$ cat src/rtl/busca_minas_pkg.sv
// Shared types and helpers for the parametrised minesweeper engine.
// Board geometry is bounded at 16x16, so helpers operate on a 256-entry mine map.
package busca_minas_pkg;

  localparam int MAX_CELLS = 256;

  typedef enum logic [2:0] {
    StIdle,
    StPlace,
    StCount,
    StPlay,
    StLost,
    StWon
  } state_t;

  typedef struct packed {
    logic       revealed;
    logic       flagged;
    logic       mine;
    logic [3:0] count;
  } cell_t;

  // Right-shifting Galois masks giving a maximal-length sequence per width.
  function automatic logic [31:0] lfsr_taps(input int unsigned w);
    case (w)
      2:       return 32'h0000_0003;
      3:       return 32'h0000_0006;
      4:       return 32'h0000_000C;
      5:       return 32'h0000_0014;
      6:       return 32'h0000_0030;
      7:       return 32'h0000_0060;
      8:       return 32'h0000_00B8;
      9:       return 32'h0000_0110;
      10:      return 32'h0000_0240;
      11:      return 32'h0000_0500;
      12:      return 32'h0000_0E08;
      13:      return 32'h0000_1C80;
      14:      return 32'h0000_3802;
      15:      return 32'h0000_6000;
      16:      return 32'h0000_B400;
      17:      return 32'h0001_2000;
      18:      return 32'h0002_0400;
      19:      return 32'h0007_2000;
      20:      return 32'h0009_0000;
      21:      return 32'h0014_0000;
      22:      return 32'h0030_0000;
      23:      return 32'h0042_0000;
      24:      return 32'h00E1_0000;
      25:      return 32'h0120_0000;
      26:      return 32'h0200_0023;
      27:      return 32'h0400_0013;
      28:      return 32'h0900_0000;
      29:      return 32'h1400_0000;
      30:      return 32'h2000_0029;
      31:      return 32'h4800_0000;
      default: return 32'h8020_0003;
    endcase
  endfunction

  // Mines among the 8 neighbours of (r, c); board edges do not wrap.
  function automatic logic [3:0] nbr_count(input logic [MAX_CELLS-1:0] mine_map, input int r,
                                           input int c, input int rows, input int cols);
    logic [3:0] n;
    int rr;
    int cc;
    n = '0;
    for (int dr = -1; dr <= 1; dr++) begin
      for (int dc = -1; dc <= 1; dc++) begin
        rr = r + dr;
        cc = c + dc;
        if ((dr != 0 || dc != 0) && rr >= 0 && rr < rows && cc >= 0 && cc < cols) begin
          if (mine_map[8'(rr * cols + cc)]) n = n + 4'd1;
        end
      end
    end
    return n;
  endfunction

endpackage

$ cat src/rtl/busca_minas_core_lfsr.sv
// Galois LFSR used as the mine placement source; a zero seed is forced to 1
// so the register can never lock up.
module lfsr_gen
  import busca_minas_pkg::*;
#(
  parameter int unsigned W = 16
) (
  input  logic         clk,
  input  logic         rst,
  input  logic         enable,
  input  logic         load,
  input  logic [W-1:0] seed,
  output logic [W-1:0] value
);

  localparam logic [31:0] TapsFull = lfsr_taps(W);
  localparam logic [W-1:0] Taps = TapsFull[W-1:0];

  logic [W-1:0] value_q;
  logic [W-1:0] value_d;

  always_comb begin
    value_d = value_q;
    if (load) begin
      value_d = (seed == '0) ? W'(1) : seed;
    end else if (enable) begin
      value_d = value_q[0] ? ((value_q >> 1) ^ Taps) : (value_q >> 1);
    end
  end

  always_ff @(posedge clk or posedge rst) begin
    if (rst) value_q <= W'(1);
    else     value_q <= value_d;
  end

  assign value = value_q;

endmodule

$ cat src/rtl/busca_minas_core.sv
// Minesweeper engine: LFSR mine placement, neighbour count scan, cursor/flag/reveal
// play with win/lose detection, and a combinational cell read port for the renderer.
module busca_minas_core
  import busca_minas_pkg::*;
#(
  parameter int ROWS   = 8,
  parameter int COLS   = 8,
  parameter int LFSR_W = 16,
  localparam int RW = $clog2(ROWS),
  localparam int CW = $clog2(COLS),
  localparam int NW = $clog2(ROWS * COLS + 1)
) (
  input  logic              clk,
  input  logic              rst,
  input  logic              start,
  input  logic [LFSR_W-1:0] seed,
  input  logic [NW-1:0]     total_mines,
  input  logic              mov,
  input  logic              sel_flag,
  input  logic              sel,
  input  logic [RW-1:0]     rd_row,
  input  logic [CW-1:0]     rd_col,
  output logic [7:0]        rd_cell,
  output logic [RW-1:0]     cursor_row,
  output logic [CW-1:0]     cursor_col,
  output logic [RW-1:0]     random_row,
  output logic [CW-1:0]     random_col,
  output logic              busy,
  output logic              game_over,
  output logic              game_won
);

  localparam int CELLS = ROWS * COLS;
  localparam int IW = $clog2(CELLS);
  localparam logic [NW-1:0] MaxMines = NW'(CELLS - 1);

  state_t state_q, state_d;
  cell_t  cells_q [CELLS];

  logic [RW-1:0] cur_row_q, scan_row_q, rnd_row_q;
  logic [CW-1:0] cur_col_q, scan_col_q, rnd_col_q;
  logic [NW-1:0] placed_q, mines_q, revealed_q, mines_req, safe_cells;
  logic [LFSR_W-1:0] lfsr_val;
  logic [RW-1:0] cand_row;
  logic [CW-1:0] cand_col;
  logic [IW-1:0] cand_idx, cur_idx, scan_idx;
  logic cand_ok, place_hit, scan_last, do_sel, do_flag, do_mov;
  logic [MAX_CELLS-1:0] mine_map;
  cell_t cur_cell, rd_v;
  logic unused_lfsr;

  function automatic logic [IW-1:0] idx_of(input logic [RW-1:0] r, input logic [CW-1:0] c);
    return IW'(int'(r) * COLS + int'(c));
  endfunction

  lfsr_gen #(
    .W(LFSR_W)
  ) u_lfsr (
    .clk   (clk),
    .rst   (rst),
    .enable(state_q == StPlace),
    .load  (start),
    .seed  (seed),
    .value (lfsr_val)
  );

  assign cand_row    = lfsr_val[RW-1:0];
  assign cand_col    = lfsr_val[RW+CW-1:RW];
  assign unused_lfsr = ^lfsr_val[LFSR_W-1:RW+CW];

  always_comb begin
    mine_map = '0;
    for (int i = 0; i < CELLS; i++) mine_map[i] = cells_q[i].mine;
  end

  always_comb begin
    cand_ok  = 1'b0;
    cand_idx = '0;
    if (int'(cand_row) < ROWS && int'(cand_col) < COLS) begin
      cand_idx = idx_of(cand_row, cand_col);
      cand_ok  = !cells_q[cand_idx].mine;
    end
  end

  assign place_hit  = (state_q == StPlace) && (placed_q != mines_q) && cand_ok;
  assign cur_idx    = idx_of(cur_row_q, cur_col_q);
  assign cur_cell   = cells_q[cur_idx];
  assign scan_idx   = idx_of(scan_row_q, scan_col_q);
  assign scan_last  = (scan_idx == IW'(CELLS - 1));
  assign safe_cells = NW'(CELLS) - mines_q;

  always_comb begin
    mines_req = total_mines;
    if (total_mines == '0)           mines_req = NW'(1);
    else if (total_mines > MaxMines) mines_req = MaxMines;
  end

  // Pulse priority: sel shadows sel_flag, which shadows mov, even when the winner is a no-op.
  always_comb begin
    do_sel  = 1'b0;
    do_flag = 1'b0;
    do_mov  = 1'b0;
    if (state_q == StPlay && !start) begin
      if (sel)           do_sel  = !cur_cell.flagged && !cur_cell.revealed;
      else if (sel_flag) do_flag = !cur_cell.revealed;
      else               do_mov  = mov;
    end
  end

  always_comb begin
    state_d = state_q;
    case (state_q)
      StPlace: if (placed_q == mines_q) state_d = StCount;
      StCount: if (scan_last) state_d = StPlay;
      StPlay: begin
        if (do_sel) begin
          if (cur_cell.mine)                        state_d = StLost;
          else if (revealed_q + NW'(1) == safe_cells) state_d = StWon;
        end
      end
      default: ;
    endcase
    if (start) state_d = StPlace;
  end

  always_ff @(posedge clk or posedge rst) begin
    if (rst) state_q <= StIdle;
    else     state_q <= state_d;
  end

  always_ff @(posedge clk or posedge rst) begin
    if (rst) begin
      for (int i = 0; i < CELLS; i++) cells_q[i] <= '0;
      cur_row_q  <= '0;
      cur_col_q  <= '0;
      scan_row_q <= '0;
      scan_col_q <= '0;
      rnd_row_q  <= '0;
      rnd_col_q  <= '0;
      placed_q   <= '0;
      mines_q    <= '0;
      revealed_q <= '0;
    end else if (start) begin
      for (int i = 0; i < CELLS; i++) cells_q[i] <= '0;
      cur_row_q  <= '0;
      cur_col_q  <= '0;
      scan_row_q <= '0;
      scan_col_q <= '0;
      placed_q   <= '0;
      revealed_q <= '0;
      mines_q    <= mines_req;
    end else begin
      if (state_q == StPlace) begin
        rnd_row_q <= cand_row;
        rnd_col_q <= cand_col;
      end
      if (place_hit) begin
        cells_q[cand_idx].mine <= 1'b1;
        placed_q <= placed_q + NW'(1);
      end
      if (state_q == StCount) begin
        cells_q[scan_idx].count <= nbr_count(mine_map, int'(scan_row_q), int'(scan_col_q),
                                             ROWS, COLS);
        if (scan_last) begin
          scan_row_q <= '0;
          scan_col_q <= '0;
        end else if (scan_col_q == CW'(COLS - 1)) begin
          scan_col_q <= '0;
          scan_row_q <= scan_row_q + RW'(1);
        end else begin
          scan_col_q <= scan_col_q + CW'(1);
        end
      end
      if (do_sel) begin
        cells_q[cur_idx].revealed <= 1'b1;
        if (!cur_cell.mine) revealed_q <= revealed_q + NW'(1);
      end
      if (do_flag) cells_q[cur_idx].flagged <= !cur_cell.flagged;
      if (do_mov) begin
        if (cur_col_q == CW'(COLS - 1)) begin
          cur_col_q <= '0;
          cur_row_q <= (cur_row_q == RW'(ROWS - 1)) ? '0 : cur_row_q + RW'(1);
        end else begin
          cur_col_q <= cur_col_q + CW'(1);
        end
      end
    end
  end

  always_comb begin
    rd_v    = '0;
    rd_cell = '0;
    if (int'(rd_row) < ROWS && int'(rd_col) < COLS) begin
      rd_v    = cells_q[idx_of(rd_row, rd_col)];
      rd_cell = {rd_v.revealed, rd_v.flagged, rd_v.mine, 1'b0, rd_v.count};
    end
  end

  assign cursor_row = cur_row_q;
  assign cursor_col = cur_col_q;
  assign random_row = rnd_row_q;
  assign random_col = rnd_col_q;
  assign busy       = (state_q == StPlace) || (state_q == StCount);
  assign game_over  = (state_q == StLost);
  assign game_won   = (state_q == StWon);

endmodule

$ cat config.mk
export PLATFORM = sky130hd
export DESIGN_NAME = busca_minas_core
export DESIGN_NICKNAME = d
export VERILOG_FILES = /design/src/rtl/busca_minas_pkg.sv /design/src/rtl/busca_minas_core_lfsr.sv /design/src/rtl/busca_minas_core.sv
export SDC_FILE = /design/constraint.sdc
export NUM_CORES = 1
export LEC_CHECK = 0
export CAP_MARGIN = 40
export CORE_AREA = 2 2 347 349
export DETAILED_ROUTE_END_ITERATION = 10
export DIE_AREA = 0 0 349 351
export PLACE_DENSITY = 0.49
export SLEW_MARGIN = 10
export SYNTH_ARGS = -nofsm -noshare
export SYNTH_HDL_FRONTEND = slang
export SYNTH_SLANG_ARGS = --single-unit
$ cat constraint.sdc
create_clock -name clk -period 15.2 [get_ports clk]
set_clock_uncertainty 0.1 [all_clocks]
set_input_delay 1.52 -clock clk [delete_from_list [all_inputs] [get_ports clk]]
set_output_delay 1.52 -clock clk [all_outputs]
set_load 0.1 [all_outputs]
== Word-level counts from Yosys, hierarchy flattened ==
Index checks and enable logic that the tools add are counted.

* Add/sub/neg operators: 30
* Order comparisons: 28
* Eq/ne operators: 17
* Muxes and demuxes: 126
* Bitwise logic cells: 6
* Reductions and logical operators: 46

{| class="wikitable"
|+ Operator list
! operator !! count
|-
| $mux 448 || 8
|-
| $bwmux 448 || 4
|-
| $demux 7 s6 || 4
|-
| $bmux 7 s6 || 3
|-
| $mux 4 || 31
|-
| $mux 7 || 12
|-
| $lt 8x10->1 const B || 8
|-
| $bmux 1 s8 || 8
|-
| $mux 16 || 4
|-
| $mux 3 || 21
|-
| $add 4x1->4 const B || 7
|-
| $ge 7x7->1 const B || 4
|-
| $not 6->7 || 4
|-
| $logic_and 1x1->1 || 26
|-
| $mux 1 || 26
|-
| $add 6x3->6 || 4
|-
| $add 8x5->8 || 3
|-
| $lt 7x1->1 const B || 3
|-
| $add 8x4->8 || 2
|-
| $logic_not 16->1 || 1
|-
| $eq 3x3->1 const B || 5
|-
| $mux 5 || 3
|-
| $add 7x1->7 const B || 2
|-
| $eq 7x7->1 || 2
|-
| other kinds (33) || 58
|}

* Register bits: 506
* Bits of input ports: 35
* Output and inout bits: 23
* Logic and storage cells: 520

== Depth between registers and ports, before layout ==
* Depth after elaboration: 53
* Depth in mapped cells: 40
* Mapped depth without buffers: 33

== Cells and area by module ==
Synthesis repeated with hierarchy kept, for this count alone.

* Cells, all modules: 2962
* Area, all modules: 29946.2 µm²

{| class="wikitable"
|+ Modules (own cells, without submodules)
! module !! instances !! cells an instance !! area each (µm²) !! sequential area each (µm²)
|-
| busca_minas_core || 1 || 2883 || 29102.9 || 12261.8
|-
| lfsr_gen || 1 || 79 || 843.3 || 401.6
|}

== Worst setup path before layout ==
OpenSTA, ideal clock, no wires.

* Path kind: reg2reg
* Start point: reg scan_col_q[1]
* End point: reg cells_q[240] (netlist bit)
* Library setup time: 0.169 ns
* Arrival: 8.027 ns
* Data required time: 14.931 ns
* Setup slack: 6.903 ns
* Cell stages (with the launch flop): 35
* Path buffers: 5
* Period minus slack after synthesis: 8.297 ns
* Cells stage by stage: dfrtp_1 -> buf_2 -> buf_1 -> clkbuf_1 -> inv_1 -> ha_1 -> ha_1 -> buf_1 -> mux4_2 -> mux2_2 -> a21o_1 -> mux4_2 -> o2111a_1 -> ha_1 -> nand2_1 -> inv_1 -> ha_1 -> o2111ai_1 -> a21bo_2 -> ha_1 -> nor2_1 -> a31oi_2 -> ha_1 -> nand2_1 -> or3_1 -> o211a_1 -> ha_1 -> nand2_1 -> nand2_1 -> ha_1 -> inv_1 -> nor2_1 -> xnor2_1 -> clkbuf_1 -> a211oi_1

* Cells in the longest elaborated chain, start to end: 53
* Elaborated cells on any way between the ends: 111
* Those cells by class: add/sub (18); order compare (8); mux (67); bitwise (1); reduce/logical (17)

{| class="wikitable"
|+ RTL lines
! element !! line !! text
|-
| start: declaration || busca_minas_core.sv:41 || <nowiki>logic [CW-1:0] cur_col_q, scan_col_q, rnd_col_q;</nowiki>
|-
| start signal: assignment || busca_minas_core.sv:171 || <nowiki>scan_col_q <= scan_col_q + CW'(1);</nowiki>
|-
| $add 4x1->5 || busca_minas_pkg.sv:70 || <nowiki>cc = c + dc;</nowiki>
|-
| $add 8x5->8 || busca_minas_pkg.sv:72 || <nowiki>if (mine_map[8'(rr * cols + cc)]) n = n + 4'd1;</nowiki>
|-
| $bmux 1 s8 || busca_minas_pkg.sv:72 ||
|-
| $mux 1 (not written as such) (2 in a row) || busca_minas_pkg.sv:72 ||
|-
| $mux 1 || busca_minas_pkg.sv:72 ||
|-
| $mux 1 || busca_minas_pkg.sv:71 || <nowiki>if ((dr != 0 || dc != 0) && rr >= 0 && rr < rows && cc >= 0 && cc < cols) begin</nowiki>
|-
| $mux 4 || busca_minas_core.sv:161 || <nowiki>if (state_q == StCount) begin</nowiki>
|-
| $mux 4 || busca_minas_core.sv:143 || <nowiki>end else if (start) begin</nowiki>
|-
| (+36 left out) || - ||
|-
| $mux 448 * || busca_minas_core.sv:161 ||
|-
| $mux 448 * || busca_minas_core.sv:143 ||
|-
| $bwmux 448 || busca_minas_core.sv:175 || <nowiki>cells_q[cur_idx].revealed <= 1'b1;</nowiki>
|-
| $mux 448 * || busca_minas_core.sv:174 || <nowiki>if (do_sel) begin</nowiki>
|-
| $mux 448 * || busca_minas_core.sv:143 ||
|-
| $bwmux 448 || busca_minas_core.sv:178 || <nowiki>if (do_flag) cells_q[cur_idx].flagged <= !cur_cell.flagged;</nowiki>
|-
| $mux 448 * || busca_minas_core.sv:178 ||
|-
| $mux 448 * || busca_minas_core.sv:143 ||
|-
| end: declaration || busca_minas_core.sv:38 || <nowiki>cell_t cells_q [CELLS];</nowiki>
|}

Mark *: on every way between the ends. The rest lies on a longest branch, timed or not. The select of a mux whose other input is x is not followed.
A chain may end at the register's enable or synchronous reset.

== Worst setup path after layout ==
* Start point: reg scan_col_q[0]
* End point: reg cells_q[275] (netlist bit)

Same word-level chain as after synthesis.

==> metrics <==
CTS H-Tree Depth 2; CTS buffer count 57; Final min period 9.43 ns; Setup crit end kind flip-flop; Placer Congestion 0.882; kind of critical path reg2reg; Slew headroom 29.1%; Hold Slack 0.412 ns; max cap viols 0; Die Width 349 um; FF-to-FF setup slack 5.77 ns; CP Buf/Inv Count 5; syn_nets 2,887; fin area 0.0343 mm^2; R2R depth 33; clock tree buffer depth 3; Core Region 0.119 mm^2; final period utilization 62.0%; Critical Path RT 15.55 ns; crit-path most repeated cell ha_1; Synth Area in Adders 1.22%; Clock transition at path regs 0.06 ns; result of the run finished, final reports clean; Async S/R FF share, synth 100%; critical path's slowest cell ha_1; CP max stage delay 0.86 ns; Post-Synth Simple-Gate Area 12.6%; IO Pins 58; CTS tree yes; height of the die 351 um; top post-synthesis cells by area dfrtp_1 43%, mux4_2 14%, nor2_1 5.0%; PwrDens 113 mW/mm^2; class of the worst hold path reg2reg; # rows 127; CP Launch Type flip-flop; EDFF count, synth 0; antenna violations before repair 0; Starting Density 24.8%; Post-Synthesis Cells 2,824; nets 2,857; worst path arrival time 9.78 ns; drt pass-1 iters 5; post-CTS resize count 0; first-pass GRT wire length 151,000 um; Seq/Total Area, Yosys 42.8%; via count 23,300; Yosys warnings 0; Yosys top cell by area dfrtp_1; area delta synth->final 16.2%; Max Fclk 106 MHz; main combinational cell family by area after synthesis compound AO/OA/AOI/OAI gates; worst setup path endpoint cells_q[275]$_DFFE_PP0P_; layout cells sized above 1 16.4%; cell family with most CP delay adder cells; compound-gate portion of the synthesized area 19.1%; synthesized area per cell 10.5 um^2; Overall Global Routing Usage 15.7%; total gr overflow 0; worst slew pin tran 1.06 ns; RR Endpoint cells_q[275]$_DFFE_PP0P_; drt first-iter violations 2,223; drt drc 0; post-synth top area share 42.8%; XOR/XNOR Fraction of Synth Area 2.23%; Clock Latency Late Sink 0.65 ns; RSZ-0062 raised after global routing no; Root Driver clkbuf_16; largest net degree at the start of global routing 169; Yosys cell types 91; Crit path depth 33; count of final setup violators 0; Port Buf Inserts 56; CTS Hold Bufs 0; fin cells 4,389; Final ANT Viol Nets 0; WL/cell 22.1 um; Worst Setup SP scan_col_q[0]$_DFFE_PP0P_; Synth Cell Area 0.0296 mm^2; DP Cell Count 4,281; Area after DPL 0.0322 mm^2; Synth Flop Type dfrtp_1; die footprint 0.122 mm^2; proportion of synthesized area in mux cells 18.1%; number of global-route vias before repair 23,100; overall routed net length 97,200 um; worst reg2reg startpoint scan_col_q[0]$_DFFE_PP0P_; Slew Limit Fails 0; worst IR drop on VDD 0.000102 V; post-DP HPWL 60,900 um; Avg Vias per Cell 5.31; maximum fanout along the worst path 64; post-CTS setup buffers 0; Final Hold Fails 0; number of clock sinks 506; Sum Neg Setup Slack 0 ns; synthesized flop and latch total 506; Leak 12.8 nW
[layout by cell type, fill, tap and decap left out, drive strengths merged, types with 16 or more instances in the layout]
cell type / netlist / layout
a211oi: 147 / 147
a21oi: 143 / 143
a221oi: 31 / 31
a22o: 26 / 26
a22oi: 62 / 62
a31oi: 81 / 81
buf: 61 / 102
clkbuf: 181 / 83
clkdlybuf4s50: 0 / 51
dfrtp: 505 / 505
ha: 28 / 28
inv: 25 / 26
mux2: 26 / 26
mux2i: 100 / 100
mux4: 180 / 180
nand2: 229 / 229
nand3: 81 / 81
nor2: 396 / 396
nor2b: 16 / 16
nor3: 25 / 25
nor4: 17 / 17
o21ai: 174 / 174
o2bb2ai: 65 / 65
xnor2: 41 / 41
xor2: 22 / 22
[per-layer routing]
| metal | share of wire, % | global-route usage, % |
|---|---|---|
| met1 | 46 | 22.9 |
| met4 | 2.7 | 4.53 |
| met2 | 46 | 24.1 |
| met3 | 5.7 | 2.16 |
| met5 | 0 | 0 |
[cell families (layout without fill, tap and decap cells)]
family | count (synthesis) | count (layout)
DFF | 506 | 506
xor gates and xnor gates | 65 | 65
adders and majority gates | 29 | 29
other | 1 | 2
AOI/OAI and AO/OA | 795 | 795
buffers and inverters | 270 | 286
muxes | 306 | 306
and+or+nand+nor | 852 | 852
[state kept, by name, indices dropped and copies added, names as in the netlist]
name / count
placed_q: 7
random_row: 3
mines_q: 7
random_col: 3
cursor_row: 3
scan_row_q: 3
cells_q: 448
scan_col_q: 3
cursor_col: 3
u_lfsr.value: 16
revealed_q: 7
state_q: 3
[cell type report]
type                    count  area (um^2)
inverters                  28          114
clock inverters            22          389
multi-input cells        2048        15800
fillers                 12300        84700
clock buffers              83         1660
flip-flops and latches    506        12700
well taps                1548         1940
diodes                      1         2.50
repair buffers            153         1730
[through the flow]
stage / setup WS, ns / util, % / total power, mW
floorplan: 6.71 / - / 2.09
global placement: 5.96 / 26.5 / 2.33
detailed placement: 5.94 / 27.1 / 2.38
CTS: 5.88 / 28.8 / 3.92
global route: 5.09 / 28.9 / 4.05
finish: 5.77 / 28.9 / 3.88
[worst min path at each step]
stage,startpoint,to,slack (ns),depth (start not counted)
4_1_cts,cells_q[181]$_DFFE_PP0P_,cells_q[181]$_DFFE_PP0P_,0.41,1
3_5_place_dp,cells_q[293]$_DFFE_PP0P_,cells_q[293]$_DFFE_PP0P_,0.39,1
2_1_floorplan,cells_q[13]$_DFFE_PP0P_,cells_q[13]$_DFFE_PP0P_,0.37,1
6_report,cells_q[349]$_DFFE_PP0P_,cells_q[349]$_DFFE_PP0P_,0.41,1
5_1_grt,cells_q[181]$_DFFE_PP0P_,cells_q[181]$_DFFE_PP0P_,0.42,1
3_3_place_gp,cells_q[153]$_DFFE_PP0P_,cells_q[153]$_DFFE_PP0P_,0.39,1
[report_power, final]
| group | total [mW] | switching (mW) | internal, mW | leakage, nW |
|---|---|---|---|---|
| Sequential | 1.46 | 0.0680 | 1.39 | 7.00 |
| Combinational | 0.900 | 0.587 | 0.313 | 4.84 |
| Clock | 1.52 | 0.610 | 0.913 | 1.01 |
[worst reg2reg max path: cells and delay by family, from the launching register on]
family | cells | cell delay, ns
simple gates | 8 | 1.36
buf+inv | 5 | 1.90
xor+xnor | 1 | 0.13
mux | 2 | 0.78
flops | 1 | 0.34
compound gates | 9 | 1.65
fa+ha+maj | 8 | 2.97
[synthesized netlist by cell type, types with 61 or more instances]
cell	number
mux2i_1	100
o2bb2ai_1	65
a211oi_1	145
o21ai_0	173
nand3_1	81
mux4_2	179
dfrtp_1	505
a22oi_1	61
nand2_1	229
clkbuf_1	181
nor2_1	395
a21oi_1	143
(Power assumes the default switching activity.)
